**src/rtl/ber_test_ctrl.sv**
```systemverilog
// BER test run controller: flushes the datapath chain, discards warm-up bits, then measures a bit/error window.
// Optional early stop on error count is compiled in with `define BER_CTRL_ERR_LIMIT_EN.
module ber_test_ctrl #(
    parameter int unsigned FLUSH_CYCLES   = 8,
    parameter int unsigned WARMUP_BITS    = 64,
    parameter int unsigned WINDOW_BITS    = 1024,
    parameter int unsigned TIMEOUT_CYCLES = 65535,
    parameter int unsigned ERR_LIMIT      = 16
) (
    input  logic        clk,
    input  logic        rstn,
    input  logic        start,
    input  logic        abort,
    input  logic [31:0] total_bits,
    input  logic [31:0] total_bit_errors,
    output logic        chain_rstn,
    output logic        chain_en,
    output logic        busy,
    output logic        done,
    output logic        timeout,
    output logic [31:0] bits_measured,
    output logic [31:0] errors_measured
`ifdef BER_CTRL_ERR_LIMIT_EN
    ,
    output logic        err_limit_hit
`endif
);

    typedef enum logic [2:0] {
        S_IDLE,
        S_FLUSH,
        S_WARMUP,
        S_MEASURE,
        S_DONE
    } state_t;

    // ERR_LIMIT only takes effect when early stop is compiled in
`ifdef BER_CTRL_ERR_LIMIT_EN
    localparam bit ERR_STOP_EN = 1'b1;
`else
    localparam bit ERR_STOP_EN = 1'b0;
`endif

    state_t      state_reg, state_next;
    logic [7:0]  flush_cnt_reg, flush_cnt_next;
    logic [31:0] wd_cnt_reg, wd_cnt_next;
    logic [31:0] base_bits_reg, base_bits_next;
    logic [31:0] base_err_reg, base_err_next;
    logic [31:0] bits_meas_reg, bits_meas_next;
    logic [31:0] errs_meas_reg, errs_meas_next;
    logic        timeout_reg, timeout_next;
    logic        chain_rstn_reg, chain_en_reg, busy_reg, done_reg;
    logic        window_hit, err_hit, wd_hit;
`ifdef BER_CTRL_ERR_LIMIT_EN
    logic        elh_reg, elh_next;
`endif

    // Exit decisions use the registered window counts, so DONE follows one cycle after the count is computed
    assign window_hit = (bits_meas_reg >= 32'(WINDOW_BITS));
    assign err_hit    = ERR_STOP_EN && (errs_meas_reg >= 32'(ERR_LIMIT));
    assign wd_hit     = (wd_cnt_reg == 32'(TIMEOUT_CYCLES - 1));

    always_comb begin
        state_next     = state_reg;
        flush_cnt_next = flush_cnt_reg;
        wd_cnt_next    = wd_cnt_reg;
        base_bits_next = base_bits_reg;
        base_err_next  = base_err_reg;
        bits_meas_next = bits_meas_reg;
        errs_meas_next = errs_meas_reg;
        timeout_next   = timeout_reg;
`ifdef BER_CTRL_ERR_LIMIT_EN
        elh_next       = elh_reg;
`endif
        if (abort) begin
            state_next = S_IDLE;
        end else begin
            case (state_reg)
                S_IDLE, S_DONE: begin
                    if (start) begin
                        state_next     = S_FLUSH;
                        flush_cnt_next = '0;
                        bits_meas_next = '0;
                        errs_meas_next = '0;
                        timeout_next   = 1'b0;
`ifdef BER_CTRL_ERR_LIMIT_EN
                        elh_next       = 1'b0;
`endif
                    end
                end
                S_FLUSH: begin
                    if (flush_cnt_reg == 8'(FLUSH_CYCLES - 1)) begin
                        state_next  = S_WARMUP;
                        wd_cnt_next = '0;
                    end else begin
                        flush_cnt_next = flush_cnt_reg + 8'd1;
                    end
                end
                S_WARMUP: begin
                    wd_cnt_next = wd_cnt_reg + 32'd1;
                    if (wd_hit) begin
                        state_next   = S_DONE;
                        timeout_next = 1'b1;
                    end else if (total_bits >= 32'(WARMUP_BITS)) begin
                        state_next     = S_MEASURE;
                        base_bits_next = total_bits;
                        base_err_next  = total_bit_errors;
                    end
                end
                S_MEASURE: begin
                    wd_cnt_next = wd_cnt_reg + 32'd1;
                    // Window completion outranks the watchdog when both land in the same cycle
                    if (window_hit) begin
                        state_next = S_DONE;
                    end else if (err_hit) begin
                        state_next = S_DONE;
`ifdef BER_CTRL_ERR_LIMIT_EN
                        elh_next   = 1'b1;
`endif
                    end else if (wd_hit) begin
                        state_next   = S_DONE;
                        timeout_next = 1'b1;
                    end else begin
                        bits_meas_next = total_bits - base_bits_reg;
                        errs_meas_next = total_bit_errors - base_err_reg;
                    end
                end
                default: state_next = S_IDLE;
            endcase
        end
    end

    always_ff @(posedge clk or negedge rstn) begin
        if (!rstn) begin
            state_reg      <= S_IDLE;
            flush_cnt_reg  <= '0;
            wd_cnt_reg     <= '0;
            base_bits_reg  <= '0;
            base_err_reg   <= '0;
            bits_meas_reg  <= '0;
            errs_meas_reg  <= '0;
            timeout_reg    <= 1'b0;
            chain_rstn_reg <= 1'b0;
            chain_en_reg   <= 1'b0;
            busy_reg       <= 1'b0;
            done_reg       <= 1'b0;
        end else begin
            state_reg      <= state_next;
            flush_cnt_reg  <= flush_cnt_next;
            wd_cnt_reg     <= wd_cnt_next;
            base_bits_reg  <= base_bits_next;
            base_err_reg   <= base_err_next;
            bits_meas_reg  <= bits_meas_next;
            errs_meas_reg  <= errs_meas_next;
            timeout_reg    <= timeout_next;
            // Control outputs are decoded from the next state so they are registered yet track the state
            chain_rstn_reg <= (state_next == S_WARMUP) || (state_next == S_MEASURE) || (state_next == S_DONE);
            chain_en_reg   <= (state_next == S_WARMUP) || (state_next == S_MEASURE);
            busy_reg       <= (state_next == S_FLUSH) || (state_next == S_WARMUP) || (state_next == S_MEASURE);
            done_reg       <= (state_next == S_DONE);
        end
    end

`ifdef BER_CTRL_ERR_LIMIT_EN
    always_ff @(posedge clk or negedge rstn) begin
        if (!rstn) begin
            elh_reg <= 1'b0;
        end else begin
            elh_reg <= elh_next;
        end
    end

    assign err_limit_hit = elh_reg;
`endif

    assign chain_rstn      = chain_rstn_reg;
    assign chain_en        = chain_en_reg;
    assign busy            = busy_reg;
    assign done            = done_reg;
    assign timeout         = timeout_reg;
    assign bits_measured   = bits_meas_reg;
    assign errors_measured = errs_meas_reg;

endmodule

```
**config.mk**
```make
export PLATFORM = sky130hd
export DESIGN_NAME = ber_test_ctrl
export DESIGN_NICKNAME = d
export VERILOG_FILES = /design/src/rtl/ber_test_ctrl.sv
export SDC_FILE = /design/constraint.sdc
export NUM_CORES = 1
export LEC_CHECK = 0
export CAP_MARGIN = 20
export CORE_ASPECT_RATIO = 1.5
export CORE_MARGIN = 2
export CORE_UTILIZATION = 51
export DETAILED_ROUTE_END_ITERATION = 7
export PLACE_DENSITY = 0.82
export SLEW_MARGIN = 30
export SYNTH_ARGS = -nofsm -noshare
export SYNTH_HDL_FRONTEND = slang
export SYNTH_SLANG_ARGS = --single-unit
```
**constraint.sdc**
```tcl
create_clock -name clk -period 2.6 [get_ports clk]
set_input_delay 0.65 -clock clk [delete_from_list [all_inputs] [get_ports clk]]
set_output_delay 0.65 -clock clk [all_outputs]
set_load 0.05 [all_outputs]
```
# == Word level (Yosys, flattened, before mapping) ==
# Index checks and enable logic that the tools add are counted.
# word_totals
inputBits,68
reg_bits,176
word_cells,75
out_inout_bits,69
# op_classes
bitwise,2
addsub,4
mux,24
reduce_logical,16
magnitude_cmp,2
eq_ne,15
# ops
operator,count
2-to-1 mux 32 bit,6
case mux 32 bit (2 select lines),3
subtractor 32 bit,2
adder 32 x 1 -> 32 bit (second input constant),1
equality test 32 x 16 -> 1 bit (second input constant),1
greater-or-equal comparator 32 x 11 -> 1 bit (second input constant),1
greater-or-equal comparator 32 x 7 -> 1 bit (second input constant),1
2-to-1 mux 3 bit,7
2-to-1 mux 8 bit,2
case mux 8 bit (2 select lines),1
equality test 3 x 2 -> 1 bit (second input constant),4
case mux 3 bit (4 select lines),1
AND reduction 4 bit,3
!= test 2 bit (second input constant),5
adder 8 x 1 -> 8 bit (second input constant),1
equality test 8 x 3 -> 1 bit (second input constant),1
equality test 3 x 1 -> 1 bit (second input constant),2
equality test 3 bit (second input constant),2
nonzero test 2 bit,3
AND reduction 5 bit,1
logical OR 1 bit,4
OR reduction 2 bit,2
zero test 3 bit,1
2-to-1 mux 1 bit,3
other kinds (4),5

# == Depth between registers and ports, before layout ==
# Gate-level depths: netlist (run 1).
# logic_depth
depth_word,8
mapped_depth,12
ltp_nobuf,12

# == Worst setup path before layout (run 1) ==
# Ideal clock, no wire load.
# synth_timing
kind,input -> register
from,input total_bits[0]
to,register bits_meas_reg[18] (netlist: bits_measured[18])
required_time_ns,2.478
path_buffers,0
setup_ns,0.122
path_slack_ns,-0.401
t_arrival_ns,2.879
cell_stages,12
path_cell_list,inv_1 -> ha_1 -> inv_1 -> fa_1 -> a211oi_1 -> o21ai_0 -> o21ai_0 -> a21oi_1 -> o211ai_1 -> a21boi_0 -> or3_1 -> a32o_1
# synth_via
elab_chain_cells,4
# synth_rtl
element,line,source
"start, declared",14,"input logic [31:0] total_bits,"
subtractor 32 bit,124,bits_meas_next = total_bits - base_bits_reg;
2-to-1 mux 32 bit,120,end else if (wd_hit) begin
2-to-1 mux 32 bit,113,if (window_hit) begin
case mux 32 bit (2 select lines),78,case (state_reg)
"end signal, assigned",153,bits_meas_reg <= bits_meas_next;
"end, declared",49,"logic [31:0] bits_meas_reg, bits_meas_next;"
# No other way between the ends. The select of a mux whose other input is x is not followed.
# A chain may end at the register's enable or synchronous reset.

# == Final worst setup path (run 1) ==
# layout_timing
from,register flush_cnt_reg[6]
to,register wd_cnt_reg[28]
# layout_via
elab_chain_cells,3
# layout_rtl
element,line,source
"start, declared",45,"logic [7:0] flush_cnt_reg, flush_cnt_next;"
"start signal, assigned",149,flush_cnt_reg <= flush_cnt_next;
equality test 8 x 3 -> 1 bit,92,if (flush_cnt_reg == 8'(FLUSH_CYCLES - 1)) begin
!= test 2 bit (no source line),n/a,
AND reduction 3 bit (no source line),n/a,
"end signal, assigned",150,wd_cnt_reg <= wd_cnt_next;
"end, declared",46,"logic [31:0] wd_cnt_reg, wd_cnt_next;"
# No other way between the ends.

==> out/metrics.csv, run 1 <==
metric;value;unit
synth.net_count;1318;
drt_iter0_drc;886;
synth-edff-count;0;
grt_pass1_wl;52350;um
dp_hpwl;22320;um
fin_nets;1690;
die_width;120.6;um
cts_buffers;17;
reg2reg_slack;-0.09;ns
core-area;20180;um^2
synth_compound_area_frac;0.1966;
cp_data_required_time;2.91;ns
cts.hold.buffers_added;0;
nFillCells;1250;
yosys.area_share.simple;0.1767;
synth-seq-area-share;0.4234;
cts_buffer_depth;2;
synth_mux_area_frac;0.006496;
fin_crit_sh;1.033;
via_per_inst;5.863;
status;finished, violations left;
grt_pass1_vias;10990;
worstSetupPathType;flip-flop to flip-flop;
wl;34270;um
ys_ff_latch;176;
skew;0.01013;ns
violations;negative setup slack;
drc;0;
syn-cell-area;10400;um^2
grt_start_max_net_pins;60;
ant_nets;0;
clkSinkCount;176;
start_kind;flip-flop;
overflow;0;
min_path_type;input port to async pin;
synth_top_family_by_area;compound AO/OA/AOI/OAI gates;
critPathCaptureType;flip-flop;
critPathArrivalTime;3.00;ns
min_period;2.687;ns
yosys_warnings;0;
leakagePower;7.321;nW
rsz0062_at_grt;yes;
drive_gt1_frac;0.2916;
max_stage_delay;0.54;ns
cap_violations;0;
num_antenna_cells;0;
multiInputGateArea;6648;um^2
post-place-ws;-0.8687;ns
initial_core_util;0.5154;
firstDrtPassIters;8;
clkLatencyLatePin;0.44;ns
crit_chain;or4_4 -> or4_4 -> a211o_4 -> nor4_4 -> buf_4 -> and3_1 -> xnor2_1 -> nor2_1;
antenna_found_initial;0;
gp_congestion;0.9244;
routedWlPerCell;18.72;um
met3_usage;0.06234;
num_rows;64;
regArea;4404;um^2
syn_inst;1183;
die-area;21580;um^2
vias;10740;
rr_worst_depth;8;
fp.dieH;178.9;um
use_met2;0.5593;
grtUsageMet1;0.3251;
worst_slack;-0.08705;ns
fmaxAchievable;372.2;MHz
numPortBuffers;136;
slowest_stage;or4_4;
yosysUniqueCellTypes;65;
avgSynthCellArea;8.792;um^2
ys.flop_type;dfrtp_1;
vdd_ir_drop_max;0.0004171;V
stdcell_count;1831;
num_io_pins;137;
async_reset_ff_frac;1.000;
worst_slew_margin_rel;0.5584;
finalSetupViolations;14;
track_usage;0.3062;
worst_pin_slew;0.6608;ns
busiest_layer;met2;
clk_pin_slew;0.06;ns
tritoncts;built;
htree_num_levels;4;
crit_fanout;3;
root_buffer;clkbuf_16;
hold_viol_final;0;
power_density;541.2;nW/um^2
dp.cells;1759;
synth_fa_ha_area_frac;0.08204;
synth_xor_area_frac;0.06905;
slew_violations;0;
critPathMostFrequentCell;or4_4;
area_delta_synth_final;50.66;%
[metal layers]
| metal | up-vias | part of all wire |
|---|---|---|
| li1 | 4892 | - |
| met3 | 161 | 0.056 |
| met4 | 0 | 0.062 |
| met5 | - | 0 |
| met1 | 5213 | 0.36 |
| met2 | 470 | 0.52 |
[worst max-delay path: cells and delay by family, from the launching register on]
| family | cells | cell delay, ns |
|---|---|---|
| AOI/OAI and AO/OA | 1 | 0.39 |
| and+or+nand+nor | 5 | 1.49 |
| xor gates and xnor gates | 1 | 0.13 |
| buffers and inverters | 1 | 0.19 |
| DFF | 1 | 0.38 |
[report_power, final]
group	switching [mW]	internal, mW
clock	1.09	1.54
sequential	0.0639	2.89
combinational	1.47	1.42
total	2.63	5.85
[per-stage QoR]
| stage | TNS [ns] | instance area, um^2 | hold slack [ns] | total power [mW] | util |
|---|---|---|---|---|---|
| floorplan | -0.4812 | 10740 | 0.3544 | 4.324 | - |
| finish | -0.6447 | 15670 | 0.1783 | 8.480 | 0.7765 |
| CTS | -0.3989 | 15180 | 0.1905 | 8.214 | 0.7520 |
| global placement | -38.62 | 13970 | 0.4622 | 5.268 | 0.6925 |
| detailed placement | -44.03 | 13970 | 0.4687 | 5.340 | 0.6925 |
| global route | -1.982 | 15670 | 0.2126 | 8.866 | 0.7765 |
[Yosys cell counts (all sizes together), types with 4 or more instances]
cell,number,area [um^2]
a21oi,73,365.4
inv,84,315.3
a21o,28,210.2
nand2b,13,81.33
and2,8,50.05
and3,13,81.33
a211oi,9,72.57
or4,6,52.55
or2,4,25.02
o31ai,18,135.1
o211ai,8,65.06
nor2b,6,37.54
clkbuf,37,138.9
nand2,185,696.9
and4,6,52.55
o21a,5,37.54
mux2,6,67.56
xnor2,40,350.3
dfrtp,176,4404
or3,9,56.30
o21ai,148,740.7
ha,65,813.3
a31oi,8,50.05
xor2,42,367.9
nand4,15,93.84
nand3,25,125.1
nor3,11,55.05
nor2,63,236.5
nor4,16,115.1
o2111ai,4,35.03
[worst paths after layout]
kind,start,to
min reg2reg,errors_measured[14],errors_measured[14]
min,rstn,flush_cnt_reg[4]
max reg2reg,flush_cnt_reg[6],wd_cnt_reg[28]
max in group asynchronous,rstn,base_err_reg[13]
min in group clk,total_bit_errors[5],base_err_reg[5]
max,flush_cnt_reg[6],wd_cnt_reg[28]
[placed cells by master, fill, tap and decap left out, types with 38 or more instances in the layout]
master,netlist,layout
o21ai_0,148,129
nand2_1,184,181
dfrtp_1,176,176
clkdlybuf4s50_1,0,94
a21oi_1,73,54
xnor2_1,40,38
buf_4,0,241
inv_1,84,76
ha_4,0,43
nor2_1,63,60
xor2_1,42,41
[final cells by class]
cell class / count / area share
Tap cell: 264 / 0.02108
Clock inverter: 7 / 0.006308
Sequential cell: 176 / 0.2811
Inverter: 84 / 0.02028
Multi-Input combinational cell: 884 / 0.4242
Timing Repair Buffer: 392 / 0.2150
Clock buffer: 24 / 0.03202
[cell families after synthesis]
logic type                 Yosys count
muxes                                6
xor gates and xnor gates            82
and+or+nand+nor                    389
AOI/OAI and AO/OA                  339
DFF                                176
adders and majority gates           67
buffers and inverters              124
[timing repair]
item                                    4_1_cts  5_1_grt
gates resized for setup                     120       89
pin swaps                                    56       67
cloned                                        0        2
setup buffers                                26       13
endpoints found under the setup margin       46       90
Note: power is estimated with default switching activity, not from simulation.
==> run 2: changes to the inputs <==
Settings changed: CORE_UTILIZATION 51 to 40, PLACE_DENSITY 0.82 to 0.67, SLEW_MARGIN 30 to not set.
==> run 2 against run 1 <==
Effect of this change: the run still ends with negative setup slack left; utilization shrank 16 points; clock skew grew 0.0049 ns; non-clock buffer count shrank 1; maximum frequency shrank 0.84%; setup slack lost 0.023 ns; sequential share of layout area shrank 0.32 points; via count shrank 6.3%; design area grew 1.1%; critical path depth shrank 1; combinational power shrank 3%; wire length shrank 9.0%; cell count grew 3.8%; highest routed layer is now met5.
==> out/metrics.csv, run 2 (same netlist as run 1, synthesis figures left out) <==
metric;value;unit
drt_iter0_drc;410;
cts_buffers;17;
grt_start_max_net_pins;57;
max_stage_delay;0.54;ns
via_per_inst;5.296;
hold_viol_final;0;
grt_pass1_vias;10280;
drive_gt1_frac;0.2995;
clkLatencyLatePin;0.44;ns
die-area;27340;um^2
root_buffer;clkbuf_16;
stdcell_count;1900;
worstSetupPathType;flip-flop to flip-flop;
num_rows;72;
num_io_pins;137;
antenna_found_initial;2;
clkSinkCount;176;
path_buf_inv;0;
layout_commonest_cell;buf_4;
start_kind;flip-flop;
cts_buffer_depth;2;
wl;31200;um
fin_setup_tns;-0.4779;ns
whs;0.1521;ns
tritoncts;built;
fin_nets;1688;
min_path_type;input port to async pin;
critPathMostFrequentCell;or4_4;
vdd_ir_drop_max;0.0004630;V
dpl_cell_area;14160;um^2
slowest_stage;or4_4;
cap_violations;0;
power_density;533.0;nW/um^2
postLayoutCellArea;15850;um^2
routedWlPerCell;16.42;um
fmaxAchievable;369.0;MHz
ant_nets;0;
cp_top_family;simple AND/OR/NAND/NOR gates;
p_total;8.448;mW
min_period;2.710;ns
critPathCaptureType;flip-flop;
finalSetupViolations;11;
mostFrequentLayoutCells;232 x buf_4, 181 x nand2_1, 176 x dfrtp_1;
crit_chain;or4_4 -> or4_4 -> a211o_4 -> nor4_4 -> nand2_2 -> or3_4 -> a21oi_2;
grt_pass1_wl;49380;um
rsz0062_at_grt;yes;
htree_num_levels;4;
status;finished, violations left;
core-area;25670;um^2
initial_core_util;0.4051;
worst_slew_margin_rel;0.5381;
overflow;0;
worst_pin_slew;0.6912;ns
critPathArrivalTime;3.08;ns
fp.dieH;201.5;um
vias;10060;
dp_hpwl;22610;um
slew_violations;0;
crit_fanout;4;
violations;negative setup slack;
firstDrtPassIters;5;
cts.hold.buffers_added;0;
dp.cells;1836;
rr_worst_depth;7;
cp_data_required_time;2.97;ns
track_usage;0.2245;
fin_crit_sh;1.042;
die_width;135.7;um
gp_congestion;0.8722;
post-place-ws;-0.8817;ns
worst_slack;-0.1099;ns
area_delta_synth_final;52.38;%
skew;0.01505;ns
post-route-util;0.6173;
clk_pin_slew;0.08;ns
numPortBuffers;136;
leakagePower;7.347;nW
drc;0;
critical_path_depth;7;
run 2: cell types whose count changed in the layout (fill, tap and decap cells not counted), sizes merged:
cell           previous run  this run
diode                     0         1
clkdlybuf4s15             1         2
clkdlybuf4s50            94        92
clkbuf                   28        22
dlygate4sd2              27        24
clkinvlp                  4         2
dlymetal6s2s              7        10
a21o                     29        28
inv                      85        92
clkinv                    0         2
run 2: final cells by class:
cell class                      count  area (um^2)
Antenna cell                        1        2.502
Clock buffer                       18        439.2
Clock inverter                     14        170.2
Fill cell                        2155         9826
Inverter                           84        317.8
Multi-Input combinational cell    883         6688
Sequential cell                   176         4404
Tap cell                          333        416.7
Timing Repair Buffer              391         3411
run 2: final timing paths:
kind | from | endpoint | slack (ns)
min in group clk | total_bits[0] | base_bits_reg[0] | 0.47
max in group asynchronous | rstn | bits_measured[12] | 1.74
min | rstn | base_bits_reg[3] | 0.15
min reg2reg | errors_measured[10] | errors_measured[10] | 0.49
max reg2reg | flush_cnt_reg[6] | wd_cnt_reg[30] | -0.11
max | flush_cnt_reg[6] | wd_cnt_reg[30] | -0.11
run 2: what timing repair did:
item	CTS	global route
buffers inserted	21	11
resized for setup	115	122
hold endpoints to repair	0	0
pin swaps	55	68
gates cloned	0	0
setup endpoints to repair	44	66
run 2: where the power goes:
part / internal [mW] / switching [mW]
registers: 2.89 / 0.0585
logic: 1.42 / 1.40
clock network: 1.48 / 1.21
total: 5.78 / 2.67
run 2: worst register-to-register path, cell delays in order (launching register included):
cell and delay, ns:
dfrtp_1 0.39, or4_4 0.54, or4_4 0.50, a211o_4 0.39, nor4_4 0.28, nand2_2 0.11, or3_4 0.34, a21oi_2 0.11
run 2: metal layers:
metal / track usage / wire length, um / vias to the layer above / share of wire
met3: 0.04082 / 1244 / 66 / 0.040
li1: - / - / 4905 / -
met4: 0.09487 / 1169 / 2 / 0.037
met2: 0.4150 / 16600 / 213 / 0.53
met5: 0 / 13 / - / 0.00042
met1: 0.2475 / 12160 / 4876 / 0.39
==> run 3: changes to the inputs <==
Settings changed: SKIP_LAST_GASP set to 1.
==> run 3 against run 2 <==
Effect of this change: the flow still finishes with violations (negative setup slack); non-clock buffer count unchanged; via count fell by 0.38%; design area fell by 0.36%; cell count barely moved; critical path type unchanged; critical endpoint unchanged; largest power group unchanged.
==> out/metrics.csv, run 3 (same netlist as run 1, synthesis figures left out) <==
metric;value;unit
core-area;25670;um^2
fin_nets;1688;
gp_congestion;0.8722;
die_width;135.7;um
cap_violations;0;
wl;30990;um
worst_slack;-0.09120;ns
leakagePower;7.308;nW
num_antenna_cells;0;
post-route-util;0.6151;
slew_violations;0;
dpl_cell_area;14160;um^2
fin_setup_tns;-0.3933;ns
root_buffer;clkbuf_16;
area_delta_synth_final;51.83;%
drc;0;
dp.cells;1836;
drt_iter0_drc;423;
rsz0062_at_grt;yes;
postLayoutCellArea;15790;um^2
worst_pin_slew;0.6638;ns
min_period;2.691;ns
overflow;0;
track_usage;0.2244;
cp_data_required_time;2.97;ns
min_path_type;input port to async pin;
worst_slew_margin_rel;0.5564;
grt_start_max_net_pins;57;
htree_num_levels;4;
p_total;8.430;mW
die-area;27340;um^2
power_density;533.8;nW/um^2
vdd_ir_drop_max;0.0004612;V
fin_crit_sh;1.035;
crit_fanout;4;
clkSinkCount;176;
clk_pin_slew;0.08;ns
grt_pass1_vias;10270;
ant_nets;0;
routedWlPerCell;16.32;um
numPortBuffers;136;
stdcell_count;1899;
via_per_inst;5.279;
critPathLaunch;flush_cnt_reg[6];
nFillCells;2162;
critPathArrivalTime;3.06;ns
hold_viol_final;0;
finalSetupViolations;12;
status;finished, violations left;
antenna_found_initial;1;
violations;negative setup slack;
drive_gt1_frac;0.2937;
num_rows;72;
clkLatencyLatePin;0.44;ns
cts_buffer_depth;2;
critPathCaptureType;flip-flop;
tritoncts;built;
cts_buffers;17;
start_kind;flip-flop;
layout_commonest_cell;buf_4;
dp_hpwl;22610;um
multiInputGateArea;6644;um^2
grt_pass1_wl;49340;um
fmaxAchievable;371.6;MHz
reg2reg_from;flush_cnt_reg[6];
fp.dieH;201.5;um
regArea;4404;um^2
firstDrtPassIters;5;
vias;10020;
worstSetupPathType;flip-flop to flip-flop;
skew;0.01461;ns
initial_core_util;0.4051;
mostFrequentLayoutCells;234 x buf_4, 183 x nand2_1, 176 x dfrtp_1;
num_io_pins;137;
[run 3: report_power, final]
| part | total (mW) | switching [mW] | internal (mW) |
|---|---|---|---|
| sequential | 2.95 | 0.0584 | 2.89 |
| combinational | 2.79 | 1.38 | 1.41 |
| clock | 2.69 | 1.21 | 1.48 |
[run 3: area by class of cell]
class,count,share of cell area
flip-flops and latches,176,0.2789
clock inverters,14,0.01077
clock buffers,18,0.02781
multi-input cells,883,0.4207
inverters,84,0.02012
well taps,333,0.02638
repair buffers,391,0.2153
[run 3: path summary, 6_finish.rpt]
kind                                        to  slack, ns  cells past startpoint
min reg2reg                errors_measured[23]       0.48                      2
max reg2reg                     wd_cnt_reg[30]      -0.09                      7
min                           base_bits_reg[3]       0.15                      1
max in group asynchronous    bits_measured[12]       1.74                      2
min in group clk              base_bits_reg[0]       0.47                      2
max                             wd_cnt_reg[30]      -0.09                      7
[run 3: critical path: stages, from the launching register on]
cell and delay (ns):
dfrtp_1 0.39, or4_4 0.54, or4_4 0.50, a211o_4 0.39, nor4_4 0.26, nand2_2 0.11, or3_4 0.34, a21oi_2 0.11
[run 3: metrics by stage]
stage	worst slack (ns)	hold WS [ns]
detailed placement	-0.8817	0.4688
finish	-0.09120	0.1515
CTS	-0.1237	0.1598
floorplan	-0.1862	0.3544
global placement	-0.8446	0.4629
global route	-0.2024	0.1756
[run 3: repair_timing]
| item | 4_1_cts | 5_1_grt |
|---|---|---|
| buffers inserted | 21 | 11 |
| pin swaps | 54 | 65 |
| endpoints found under the setup margin | 44 | 66 |
| endpoints found under the hold margin | 0 | 0 |
| resized for setup | 111 | 109 |
| hold buffers | 0 | 0 |
[run 3: layer usage]
metal	global-route usage	wire length (um)	share of wire	vias to the layer above
met2	0.4147	16590	0.54	228
met3	0.04082	1421	0.046	60
met4	0.09487	1088	0.035	2
li1	-	-	-	4888
met5	0	13	0.00042	-
met1	0.2475	11880	0.38	4846
